[config.mk]
export PLATFORM = sky130hd
export DESIGN_NAME = layer_src_mux
export DESIGN_NICKNAME = d
export VERILOG_FILES = /design/src/rtl/layer_src_mux.sv
export SDC_FILE = /design/constraint.sdc
export NUM_CORES = 1
export LEC_CHECK = 0
export CAP_MARGIN = 30
export CORE_MARGIN = 2
export CORE_UTILIZATION = 45
export CTS_CLUSTER_SIZE = 30
export DETAILED_ROUTE_END_ITERATION = 6
export PLACE_DENSITY = 0.95
export RECOVER_POWER = 50
export SKIP_LAST_GASP = 1
export SLEW_MARGIN = 20
export SYNTH_ARGS = -nofsm -noshare
export SYNTH_HDL_FRONTEND = slang
export SYNTH_SLANG_ARGS = --single-unit
[constraint.sdc]
create_clock -name clk -period 3.87 [get_ports clk]
set_input_delay 0.774 -clock clk [delete_from_list [all_inputs] [get_ports clk]]
set_output_delay 0.774 -clock clk [all_outputs]
set_load 0.02 [all_outputs]
[src/rtl/layer_src_mux.sv]
// Sequenced N-way source selector for the neuron list: walks NLAYER layers of NWORDS
// words, picking the external input stream for layer 0 and activation feedback after.
module layer_src_mux #(
  parameter int DWIDTH = 32,
  parameter int NSRC   = 2,
  parameter int NLAYER = 3,
  parameter int NWORDS = 16,
  localparam int SELW  = (NSRC > 2) ? $clog2(NSRC) : 1,
  localparam int LW    = (NLAYER > 2) ? $clog2(NLAYER) : 1
) (
  input  logic                     clk,
  input  logic                     rst_n,
  input  logic                     start,
  input  logic                     mode,
  input  logic [SELW-1:0]          man_sel,
  input  logic [NSRC*DWIDTH-1:0]   in_data,
  input  logic [NSRC-1:0]          in_valid,
  output logic [NSRC-1:0]          in_ready,
  output logic signed [DWIDTH-1:0] out_data,
  output logic                     out_valid,
  input  logic                     out_ready,
  output logic [LW-1:0]            layer_idx,
  output logic [SELW-1:0]          sel_cur,
  output logic                     busy,
  output logic                     done
);

  localparam int CW = (NWORDS > 2) ? $clog2(NWORDS) : 1;

  typedef enum logic [1:0] {IDLE, RUN, DRAIN} state_t;

  state_t                   state_reg;
  logic [CW-1:0]            cnt_reg;
  logic [LW-1:0]            layer_reg;
  logic [SELW-1:0]          sel_reg;
  logic                     mode_reg;
  logic [SELW-1:0]          man_reg;
  logic signed [DWIDTH-1:0] out_data_reg;
  logic                     out_valid_reg;
  logic                     done_reg;

  logic signed [DWIDTH-1:0] src_word [NSRC];
  logic                     run_ok;
  logic                     accept;
  logic                     last_word;
  logic                     last_layer;
  logic [SELW-1:0]          sel_next;

  function automatic logic [SELW-1:0] clamp_sel(input logic [SELW-1:0] s);
    if (int'(s) > NSRC - 1)
      return SELW'(NSRC - 1);
    return s;
  endfunction

  function automatic logic [SELW-1:0] auto_sel(input int l);
    if (l > NSRC - 1)
      return SELW'(NSRC - 1);
    return SELW'(l);
  endfunction

  // The output register may only take a new word if it is empty or draining this cycle.
  assign run_ok = (state_reg == RUN) && (!out_valid_reg || out_ready);

  for (genvar gi = 0; gi < NSRC; gi++) begin : g_src
    assign src_word[gi] = in_data[gi*DWIDTH +: DWIDTH];
    assign in_ready[gi] = run_ok && (sel_reg == SELW'(gi));
  end

  // in_ready is one-hot on the selected source, so this is the selected handshake.
  assign accept     = |(in_valid & in_ready);
  assign last_word  = (int'(cnt_reg) == NWORDS - 1);
  assign last_layer = (int'(layer_reg) == NLAYER - 1);
  assign sel_next   = mode_reg ? man_reg : auto_sel(int'(layer_reg) + 1);

  always_ff @(posedge clk) begin
    if (!rst_n) begin
      state_reg     <= IDLE;
      cnt_reg       <= '0;
      layer_reg     <= '0;
      sel_reg       <= '0;
      mode_reg      <= 1'b0;
      man_reg       <= '0;
      out_data_reg  <= '0;
      out_valid_reg <= 1'b0;
      done_reg      <= 1'b0;
    end else begin
      done_reg <= 1'b0;

      if (accept) begin
        out_data_reg  <= src_word[sel_reg];
        out_valid_reg <= 1'b1;
      end else if (out_ready) begin
        out_valid_reg <= 1'b0;
      end

      case (state_reg)
        IDLE: begin
          if (start) begin
            state_reg <= RUN;
            mode_reg  <= mode;
            man_reg   <= clamp_sel(man_sel);
            layer_reg <= '0;
            cnt_reg   <= '0;
            sel_reg   <= mode ? clamp_sel(man_sel) : '0;
          end
        end
        RUN: begin
          if (accept) begin
            if (last_word) begin
              cnt_reg <= '0;
              if (last_layer) begin
                state_reg <= DRAIN;
              end else begin
                layer_reg <= layer_reg + 1'b1;
                sel_reg   <= sel_next;
              end
            end else begin
              cnt_reg <= cnt_reg + 1'b1;
            end
          end
        end
        DRAIN: begin
          if (!out_valid_reg || out_ready) begin
            done_reg  <= 1'b1;
            state_reg <= IDLE;
            layer_reg <= '0;
            sel_reg   <= '0;
          end
        end
        default: state_reg <= IDLE;
      endcase
    end
  end

  assign out_data  = out_data_reg;
  assign out_valid = out_valid_reg;
  assign layer_idx = layer_reg;
  assign sel_cur   = sel_reg;
  assign busy      = (state_reg != IDLE);
  assign done      = done_reg;

endmodule

### Word-level counts from Yosys, hierarchy flattened

Cells that the tools add are included.

* bits in registers: 45
* bits in latches: 0
* memory bits (writable): 0
* memory bits (read-only): 0
* input bits: 72
* output and inout bits: 40
* word-level logic and storage cells: 75
* memories kept: 0

* add/sub/neg operators: 3
* $mul: 0
* divide/modulo/power cells: 0
* magnitude comparators: 2
* equality and inequality tests: 10
* shifts and indexed selects: 0
* multiplexer cells: 32
* bitwise logic cells: 3
* reductions and logical operators: 16

Operator list (count)
* 32-bit two-way mux: 3
* 2-bit two-way mux: 9
* 1-bit two-way mux: 13
* 4-bit two-way mux: 3
* 2-bit != test (second input constant): 6
* 2-bit one-hot mux with 3 select lines: 2
* 4-bit one-hot mux with 2 select lines: 1
* 6-bit AND reduction: 1
* 2-bit nonzero test: 3
* 5-bit AND reduction: 1
* 4-bit by 1-bit adder with 4-bit output (second input constant): 1
* 2-bit equality test (second input constant): 2
* 4-bit by 1-bit equality test with 1-bit output (second input constant): 1
* 2-bit AND reduction: 2
* 2-bit by 1-bit adder with 3-bit output (second input constant): 1
* 3-bit by 1-bit > comparator with 1-bit output (second input constant): 1
* 1-bit logical AND: 3
* 1-bit one-hot mux with 3 select lines: 1
* 3-bit AND reduction: 1
* 3-bit nonzero test: 1
* 2-bit by 1-bit adder with 2-bit output (second input constant): 1
* 2-bit AND: 1
* 2-bit by 1-bit equality test with 1-bit output (second input constant): 1
* 2-bit greater-or-equal comparator (second input constant): 1
* other kinds (6): 6

### Logic depth before layout (Yosys ltp)

Gate-level depths: netlist of run 1.

* word-level depth: 9
* mapped depth: 8

### Least setup slack after synthesis of run 1

No wires, ideal clock.

* path type: reg2out
* from: reg state_reg[1]
* to: out in_ready[0]
* arrival time: 1.478 ns
* required time: 3.096 ns
* slack: 1.618 ns
* cell stages (with the launch flop): 7
* buffers on the path: 2
* cell sequence: dfxtp_1 inv_1 ha_1 clkbuf_1 clkbuf_1 nand2_1 nor2_1

* cells in the longest elaborated chain, start to end: 3

RTL lines
* start, declared: RTL line 32 `state_t state_reg;`
* start signal, assigned: RTL line 77 `state_reg <= IDLE;`
* start signal, assigned: RTL line 99 `state_reg <= RUN;`
* start signal, assigned: RTL line 112 `state_reg <= DRAIN;`
* 2-bit by 1-bit equality test with 1-bit output: RTL line 62 `assign run_ok = (state_reg == RUN) && (!out_valid_reg || out_ready);`
* 1-bit logical AND: RTL line 62
* 1-bit logical AND: RTL line 66 `assign in_ready[gi] = run_ok && (sel_reg == SELW'(gi));`
* end, declared: RTL line 18 `output logic [NSRC-1:0] in_ready,`

Every way passes these cells.

### Worst setup path in the final report of run 1

* from: in out_ready
* to: out in_ready[0]

* cells in the longest elaborated chain, start to end: 3

RTL lines
* start, declared: RTL line 21 `input logic out_ready,`
* 1-bit logical OR: RTL line 62
* 1-bit logical AND: RTL line 62
* 1-bit logical AND: RTL line 66

Every way passes these cells.

==> flow_metrics.env, run 1 <==
export IMPL_first_global_vias=2203
export IMPL_clk_latency_ps=300
export IMPL_globalRoute_totalOverflow=0
export IMPL_total_clock_sinks=45
export IMPL_regToRegEndpoint="out_data[30]"
export IMPL_rsz_0062_raised_after_global_routing="no"
export IMPL_crit_path_end_kind="output port"
export IMPL_yosys_cell_count_top_type="sky130_fd_sc_hd__dfxtp_1"
export IMPL_largest_reg_flops=32
export IMPL_relSlewSlack_pct=23.4
export IMPL_register_area_sq_um=902
export IMPL_area_growth_pct=49.6
export IMPL_drv_cap=0
export IMPL_worst_clock_skew_ps=7.17
export IMPL_numPortBuffers=111
export IMPL_rr_startpoint="state_reg[1]"
export IMPL_pin_count_of_the_biggest_net_entering_global_routing=50
export IMPL_avgSynthCellArea_sq_um=9.75
export IMPL_cts_tree="built"
export IMPL_n_antenna_cell=0
export IMPL_yosys_cell_types_count=31
export IMPL_floorplan_initialDensity_pct=46.9
export IMPL_routabilityCongestion=0.842
export IMPL_kind_of_critical_path="in2out"
export IMPL_worstPathRequired_ps=3100
export IMPL_timing_critical_path_from_type="input pin"
export IMPL_synth_yosys_warnings=0
export IMPL_core_region_area_sq_um=5170
export IMPL_async_flop_share_pct=0
export IMPL_synth_edf_count=0
export IMPL_post_synth_main_area_contributors="sky130_fd_sc_hd__dfxtp_1 37%, sky130_fd_sc_hd__mux2i_1 16%, sky130_fd_sc_hd__a211oi_2 15%, sky130_fd_sc_hd__nor2_1 5.6%, sky130_fd_sc_hd__ha_1 4.6%"
export IMPL_timing_reg2reg_setup_slack_ps=1450
export IMPL_antenna_violating_nets_post_route=0
export IMPL_ioPinCount=112
export IMPL_rr_worst_depth=6
export IMPL_hpwl_um=4810
export IMPL_cts_buffers_inserted=5
export IMPL_number_of_nets_in_the_final_layout=431
export IMPL_critPathArrivalTime_ps=2330
export IMPL_hold_violations=0
export IMPL_netlist_top_cell_by_area="sky130_fd_sc_hd__dfxtp_1"
export IMPL_cell_types_with_the_highest_counts_after_synthesis="45 x sky130_fd_sc_hd__dfxtp_1, 38 x sky130_fd_sc_hd__mux2i_1, 36 x sky130_fd_sc_hd__nor2_1"
export IMPL_fin_setup_tns_ps=0
export IMPL_total_via_count_in_the_routed_design=2196
export IMPL_cts_hold_repair_buffers=0
export IMPL_cts_setup_buffers=0
export IMPL_synth_ff_latch_count=45
export IMPL_critical_path_top_cell_by_count="sky130_fd_sc_hd__clkdlybuf4s50_1"
export IMPL_multi_input_comb_area_sq_um=1380
export IMPL_core_rowCount=26
export IMPL_grt_use_total_pct=21.1
export IMPL_cp_cell_sequence="clkdlybuf4s50_1 > nand2b_1 > nand2_1 > nor2_1 > clkdlybuf4s50_1"
export IMPL_synth_area_sq_um=2430
export IMPL_yosys_most_used_dff="sky130_fd_sc_hd__dfxtp_1"
export IMPL_max_vdd_ir_drop_v=0.000308
export IMPL_layout_worst_path_cycle_share_pct=80.3
export IMPL_layout_core_utilization_pct=70.2
export IMPL_yosysSeqAreaShare_pct=37.1
export IMPL_fill_cells=368
export IMPL_critical_path_max_fanout=9
export IMPL_status="finished, final reports clean"
export IMPL_cts_buffer_depth=2
export IMPL_wl_um=6260
export IMPL_synth_top_cell_area_share_pct=37.1
export IMPL_chipWidth_um=77.4
export IMPL_total_power_uw=1890
export IMPL_timing_hold_worst_start="man_reg"
export IMPL_syn_inst=249
export IMPL_dieArea_sq_um=6000
export IMPL_crit_end="in_ready[0]"
export IMPL_dr_first_iter_drc_count=112
export IMPL_leakagePower_uw=0.00136
export IMPL_worst_path_largest_cell_delay_ps=610
export IMPL_clockRootBuffer="sky130_fd_sc_hd__clkbuf_8"
export IMPL_crit_start="out_ready"
export IMPL_slew_at_the_pin_closest_to_its_max_slew_limit_ps=1150
export IMPL_clk_slew_on_worst_s_h_paths_ps=70
export IMPL_slew_violations=0
export IMPL_post_cts_resized=0
export IMPL_synthesis_nets=330
export IMPL_drcViolationCount=0
export IMPL_power_per_cell_area_nw_per_um2=520
export IMPL_detail_route_first_pass_iterations=5
export IMPL_wire_length_per_cell_um=14.9
export IMPL_max_clock_freq_mhz=322
export IMPL_finalSetupViolCount=0
export IMPL_ctsHtreeMaxLevel=2
export IMPL_initial_antenna_violation_count=0
export IMPL_worstHoldPathType="reg2reg"
export IMPL_drive_above_1_share_pct=12.6
export IMPL_slowest_stage="sky130_fd_sc_hd__clkdlybuf4s50_1"
export IMPL_die_h_um=77.4
export IMPL_period_needed_ps=3110
export IMPL_post_drt_via_cell_ratio=5.23
export IMPL_first_pass_grt_wire_length_um=10200
-- stage by stage --
stage	setup WS, ps	hold slack, ps	cells	area, sq um
floorplan	1620	437	249	2430
global placement	792	445	413	3530
detailed placement	772	457	413	3530
CTS	752	468	420	3630
global route	652	501	420	3630
finish	764	463	420	3630
-- worst max-delay path: cells and delay by family --
kind                   cells  cell delay (ps)
buffers and inverters      2             1090
and+or+nand+nor            3              470
-- logic make-up after synthesis --
logic type,after synthesis,share of synthesized area (%)
flops,45,37.1
mux,39,16.3
simple gates,74,13.6
compound gates,55,22.2
buf+inv,27,6.19
fa+ha+maj,9,4.64
-- where the power goes --
group | total, uW | internal [uW] | switching [uW]
combinational | 926 | 417 | 509
sequential | 623 | 567 | 56.2
clock | 340 | 188 | 153
total | 1890 | 1170 | 718
-- cells in the final DEF, fill, tap and decap left out, types with 3 or more instances in the layout --
master                             n
sky130_fd_sc_hd__dfxtp_1          44
sky130_fd_sc_hd__clkbuf_8          5
sky130_fd_sc_hd__nand3_1           9
sky130_fd_sc_hd__clkdlybuf4s50_1  73
sky130_fd_sc_hd__a21oi_1           6
sky130_fd_sc_hd__o21ai_0           5
sky130_fd_sc_hd__nor2_1           36
sky130_fd_sc_hd__a211oi_2         30
sky130_fd_sc_hd__nor2b_1           3
sky130_fd_sc_hd__inv_1             5
sky130_fd_sc_hd__a31oi_1           4
sky130_fd_sc_hd__buf_4             3
sky130_fd_sc_hd__mux2i_1          38
sky130_fd_sc_hd__nand2_1          15
sky130_fd_sc_hd__ha_1              9
sky130_fd_sc_hd__dlygate4sd3_1    38
-- worst min path at each step --
stage                     endpoint  slack [ps]  cells after the start
after floorplan            man_reg         440                      2
after global placement     man_reg         440                      2
after detailed placement   man_reg         460                      2
after CTS                  man_reg         470                      2
after global routing       man_reg         500                      2
final                      man_reg         460                      2
-- routing by layer --
metal	global-route usage, %	share of wire [%]
met4	8.39	2.3
met1	23.2	40
met5	0	0
met3	4.77	6.8
met2	38.9	51
-- final cells by class --
class	instances	area share (%)
inverter	6	0.620
clock buffer	5	1.90
timing repair buffer	115	31.4
multi-input combinational	177	37.9
tap	70	2.41
sequential	45	24.8
clock inverter	2	0.965
Note: power is estimated with default switching activity, not from simulation.
==> run 2: changes to the inputs <==
Settings changed: CORE_UTILIZATION 45 to 42, PLACE_DENSITY 0.95 to 0.9.
Clock period 3.87 ns to 3.1 ns, I/O delays scaled along.
==> flow_metrics.env, run 2 (synthesis results as in run 1) <==
export IMPL_rsz_0062_raised_after_global_routing="no"
export IMPL_first_global_vias=2139
export IMPL_worst_clock_skew_ps=5.65
export IMPL_worstPathRequired_ps=2480
export IMPL_combPwrFrac_pct=48.2
export IMPL_cts_tree="built"
export IMPL_cts_hold_repair_buffers=0
export IMPL_relSlewSlack_pct=45.1
export IMPL_core_region_area_sq_um=5540
export IMPL_period_needed_ps=2620
export IMPL_cts_buffers_inserted=5
export IMPL_hpwl_um=4770
export IMPL_slew_at_the_pin_closest_to_its_max_slew_limit_ps=824
export IMPL_power_sequential_fraction_pct=32.5
export IMPL_final_design_area_no_fill_sq_um=3650
export IMPL_min_delay_path_depth=2
export IMPL_pin_count_of_the_biggest_net_entering_global_routing=49
export IMPL_post_cts_resized=0
export IMPL_crit_start="out_ready"
export IMPL_clockRootBuffer="sky130_fd_sc_hd__clkbuf_8"
export IMPL_timing_reg2reg_setup_slack_ps=1090
export IMPL_initial_antenna_violation_count=0
export IMPL_area_growth_pct=50.4
export IMPL_dieArea_sq_um=6400
export IMPL_chipWidth_um=80.0
export IMPL_critPathArrivalTime_ps=2000
export IMPL_clk_latency_ps=290
export IMPL_floorplan_initialDensity_pct=43.8
export IMPL_leakagePower_uw=0.00136
export IMPL_n_antenna_cell=0
export IMPL_mostFrequentLayoutCell="sky130_fd_sc_hd__clkdlybuf4s50_1"
export IMPL_detail_route_first_pass_iterations=4
export IMPL_core_rowCount=27
export IMPL_finalSetupViolCount=0
export IMPL_total_via_count_in_the_routed_design=2179
export IMPL_grt_use_total_pct=18.3
export IMPL_total_clock_sinks=45
export IMPL_critical_path_max_fanout=3
export IMPL_rr_worst_depth=6
export IMPL_ioPinCount=112
export IMPL_worstHoldEndpoint="man_reg"
export IMPL_dr_first_iter_drc_count=81
export IMPL_antenna_violating_nets_post_route=0
export IMPL_fin_setup_tns_ps=0
export IMPL_number_of_nets_in_the_final_layout=433
export IMPL_largest_reg_flops=32
export IMPL_mostFrequentLayoutCells="78 x sky130_fd_sc_hd__clkdlybuf4s50_1, 44 x sky130_fd_sc_hd__dfxtp_1, 38 x sky130_fd_sc_hd__mux2i_1"
export IMPL_hold_violations=0
export IMPL_status="finished, final reports clean"
export IMPL_max_vdd_ir_drop_v=0.000363
export IMPL_routabilityCongestion=0.818
export IMPL_net_switching_uw=900
export IMPL_fin_cells=425
export IMPL_timing_critical_path_from_type="input pin"
export IMPL_die_h_um=80.0
export IMPL_power_internal_uw=1500
export IMPL_power_per_cell_area_nw_per_um2=657
export IMPL_clock_power_share_pct=19.4
export IMPL_wl_um=6100
export IMPL_cts_setup_buffers=0
export IMPL_drive_above_1_share_pct=11.6
export IMPL_drv_cap=0
export IMPL_worstHoldPathType="reg2reg"
export IMPL_rr_startpoint="state_reg[0]"
export IMPL_regToRegEndpoint="layer_idx[0]"
export IMPL_max_clock_freq_mhz=382
export IMPL_globalRoute_totalOverflow=0
export IMPL_clk_slew_on_worst_s_h_paths_ps=80
export IMPL_crit_path_end_kind="output port"
export IMPL_slew_violations=0
export IMPL_first_pass_grt_wire_length_um=9360
export IMPL_kind_of_critical_path="in2out"
export IMPL_placed_cell_area_sq_um=3560
export IMPL_numPortBuffers=111
export IMPL_cts_buffer_depth=2
export IMPL_numPlacedInstances=417
export IMPL_timing_hold_worst_start="man_reg"
export IMPL_wire_length_per_cell_um=14.4
export IMPL_swShare_pct=37.6
export IMPL_post_drt_via_cell_ratio=5.13
export IMPL_layout_worst_path_cycle_share_pct=84.4
export IMPL_hold_slack_ps=469
export IMPL_drcViolationCount=0
export IMPL_ctsHtreeMaxLevel=2
run 2: cell count changes in the layout (fill, tap and decap cells not counted), sizes merged:
cell           before  now
buf                 3    5
clkbuf              6    7
clkdlybuf4s50      73   78
clkinv              2    0
clkinvlp            0    1
dlygate4sd3        38   33
inv                 5    6
run 2: power groups by stage:
stage	sequential (uW)	combinational, uW	clock (uW)
2_1_floorplan	927	647	0
3_3_place_gp	789	1180	0
3_5_place_dp	798	1220	0
4_1_cts	783	1220	473
5_1_grt	794	1250	494
6_report	778	1150	465
run 2: worst max path at each step:
| stage | endpoint | slack (ps) | depth (start not counted) |
|---|---|---|---|
| 2_1_floorplan | in_ready[0] | 1000 | 6 |
| 3_3_place_gp | in_ready[1] | 510 | 4 |
| 3_5_place_dp | in_ready[0] | 480 | 5 |
| 4_1_cts | in_ready[0] | 470 | 5 |
| 5_1_grt | in_ready[0] | 420 | 5 |
| 6_report | in_ready[0] | 480 | 5 |
run 2: layer usage:
layer  part of all wire [%]  vias up  global-route usage, %
met5                      0        -                      0
met4                    1.1        0                   4.75
met3                    7.8        7                   3.96
met2                     52       67                   36.6
met1                     39     1007                   18.8
li1                       -     1098                      -
run 2: cell type report:
cell class,count,area (sq um)
clock buffers,6,82.6
clock inverters,2,37.5
fillers,463,1890
inverters,6,22.5
multi-input cells,177,1350
flip-flops and latches,45,902
well taps,72,90.1
repair buffers,117,1160
run 2: critical path, cell delays in order:
cell and delay (ps):
sky130_fd_sc_hd__clkdlybuf4s50_1 480, sky130_fd_sc_hd__nand2b_1 140, sky130_fd_sc_hd__nand2_1 60, sky130_fd_sc_hd__nor2_1 80
sky130_fd_sc_hd__clkdlybuf4s50_1 610
run 2: metrics by stage:
stage | setup slack [ps] | utilization, % | total power (uW)
2_1_floorplan | 1000 | - | 1570
3_3_place_gp | 506 | 64.3 | 1970
3_5_place_dp | 477 | 64.3 | 2010
4_1_cts | 470 | 66.4 | 2480
5_1_grt | 418 | 65.9 | 2540
6_report | 483 | 65.9 | 2400
==> run 3: changes to the inputs <==
Settings changed: CORE_UTILIZATION 42 to 37, PLACE_DENSITY 0.9 to 0.85.
Clock period 3.1 ns to 2.2 ns, I/O delays scaled along.
==> flow_metrics.env, run 3 (synthesis results as in run 1) <==
export IMPL_numPortBuffers=111
export IMPL_die_h_um=85.0
export IMPL_mostFrequentLayoutCell="sky130_fd_sc_hd__clkdlybuf4s50_1"
export IMPL_path_delay_family="buffers and inverters"
export IMPL_rr_worst_depth=6
export IMPL_clk_latency_ps=300
export IMPL_layout_core_utilization_pct=58.6
export IMPL_drv_cap=0
export IMPL_worstHoldPathType="reg2reg"
export IMPL_ioPinCount=112
export IMPL_ctsHtreeMaxLevel=2
export IMPL_area_growth_pct=53.2
export IMPL_routabilityCongestion=0.781
export IMPL_timing_reg2reg_setup_slack_ps=190
export IMPL_period_needed_ps=2100
export IMPL_fin_ws_ps=103
export IMPL_cts_setup_buffers=0
export IMPL_rr_startpoint="state_reg[0]"
export IMPL_worstPathRequired_ps=1760
export IMPL_relSlewSlack_pct=77.5
export IMPL_grt_util_met1_pct=18.5
export IMPL_n_antenna_cell=0
export IMPL_cts_tree="built"
export IMPL_pin_count_of_the_biggest_net_entering_global_routing=33
export IMPL_wl_um=5900
export IMPL_layout_worst_path_cycle_share_pct=95.3
export IMPL_largest_reg_flops=32
export IMPL_crit_path_end_kind="output port"
export IMPL_cts_buffer_depth=2
export IMPL_drcViolationCount=0
export IMPL_crit_end="in_ready[1]"
export IMPL_clk_slew_on_worst_s_h_paths_ps=80
export IMPL_worst_clock_skew_ps=3.31
export IMPL_crit_buf_inv=2
export IMPL_grt_use_met3_pct=4.09
export IMPL_dr_first_iter_drc_count=71
export IMPL_cts_hold_repair_buffers=0
export IMPL_first_global_vias=2200
export IMPL_initial_antenna_violation_count=0
export IMPL_critPathArrivalTime_ps=1660
export IMPL_grt_use_total_pct=16.5
export IMPL_post_drt_via_cell_ratio=5.06
export IMPL_chipWidth_um=85.0
export IMPL_dieArea_sq_um=7220
export IMPL_hold_violations=0
export IMPL_timing_critical_path_from_type="input pin"
export IMPL_worst_path_largest_cell_delay_ps=550
export IMPL_global_route_usage_met2_pct=29.8
export IMPL_place_ws_ps=-45.2
export IMPL_core_region_area_sq_um=6350
export IMPL_fin_setup_tns_ps=0
export IMPL_slew_violations=0
export IMPL_status="finished, final reports clean"
export IMPL_finalSetupViolCount=0
export IMPL_worstSetupPathDepth=4
export IMPL_slowest_stage="sky130_fd_sc_hd__dlygate4sd3_1"
export IMPL_hpwl_um=4620
export IMPL_rsz_0062_raised_after_global_routing="no"
export IMPL_cts_buffers_inserted=5
export IMPL_max_clock_freq_mhz=477
export IMPL_max_vdd_ir_drop_v=0.000565
export IMPL_detail_route_first_pass_iterations=4
export IMPL_mostFrequentLayoutCells="72 x sky130_fd_sc_hd__clkdlybuf4s50_1, 44 x sky130_fd_sc_hd__dfxtp_1, 38 x sky130_fd_sc_hd__mux2i_1"
export IMPL_wire_length_per_cell_um=13.6
export IMPL_power_per_cell_area_nw_per_um2=907
export IMPL_kind_of_critical_path="in2out"
export IMPL_globalRoute_totalOverflow=0
export IMPL_critical_path_max_fanout=3
export IMPL_total_clock_sinks=45
export IMPL_post_cts_resized=4
export IMPL_regToRegEndpoint="layer_idx[1]"
export IMPL_leakagePower_uw=0.00140
export IMPL_first_pass_grt_wire_length_um=9780
export IMPL_slew_at_the_pin_closest_to_its_max_slew_limit_ps=338
export IMPL_drive_above_1_share_pct=14.6
export IMPL_cp_cell_sequence="dlygate4sd3_1 > nand2b_1 > and3_1 > dlygate4sd2_1"
export IMPL_antenna_violating_nets_post_route=0
export IMPL_core_rowCount=29
export IMPL_total_via_count_in_the_routed_design=2194
export IMPL_crit_start="out_ready"
export IMPL_top_usage_layer="met2"
export IMPL_number_of_nets_in_the_final_layout=437
export IMPL_floorplan_initialDensity_pct=38.2
export IMPL_clockRootBuffer="sky130_fd_sc_hd__clkbuf_8"
## run 3: layout make-up
| class | count | area, sq um |
|---|---|---|
| timing repair buffer | 121 | 1200 |
| inverter | 6 | 22.5 |
| clock buffer | 5 | 68.8 |
| sequential | 45 | 902 |
| tap | 77 | 96.3 |
| clock inverter | 3 | 46.3 |
| fill | 539 | 2630 |
| multi-input combinational | 177 | 1380 |
## run 3: per-stage QoR
| stage | instance area (sq um) | hold WS [ps] | total power, uW | cells |
|---|---|---|---|---|
| after global routing | 3720 | 494 | 3600 | 434 |
| after global placement | 3610 | 450 | 2810 | 426 |
| after CTS | 3720 | 467 | 3480 | 434 |
| final | 3720 | 463 | 3370 | 434 |
| after floorplan | 2430 | 437 | 2220 | 249 |
| after detailed placement | 3610 | 454 | 2860 | 426 |
## run 3: worst register-to-register path: stages, from the launching register on
cell	delay (ps)
sky130_fd_sc_hd__dfxtp_1	420
sky130_fd_sc_hd__inv_1	110
sky130_fd_sc_hd__ha_1	310
sky130_fd_sc_hd__nor2b_1	210
sky130_fd_sc_hd__a221o_1	280
sky130_fd_sc_hd__or3_1	430
sky130_fd_sc_hd__mux2i_1	150
## run 3: layer usage
metal	up-vias	wire [um]	share of wire (%)
met1	1005	2420	41
met2	74	2920	49
li1	1104	-	-
met5	-	0	0
met4	0	102	1.7
met3	11	466	7.9
## run 3: worst min path at each step
| stage | start | to | slack [ps] | cells past startpoint |
|---|---|---|---|---|
| after CTS | man_reg | man_reg | 470 | 2 |
| final | man_reg | man_reg | 460 | 2 |
| after global placement | man_reg | man_reg | 450 | 2 |
| after detailed placement | man_reg | man_reg | 450 | 2 |
| after floorplan | man_reg | man_reg | 440 | 2 |
| after global routing | man_reg | man_reg | 490 | 2 |
## run 3: where the power goes
group / total [uW] / internal (uW) / switching, uW
logic: 1640 / 760 / 883
clock network: 629 / 340 / 289
registers: 1100 / 996 / 103
total: 3370 / 2100 / 1280
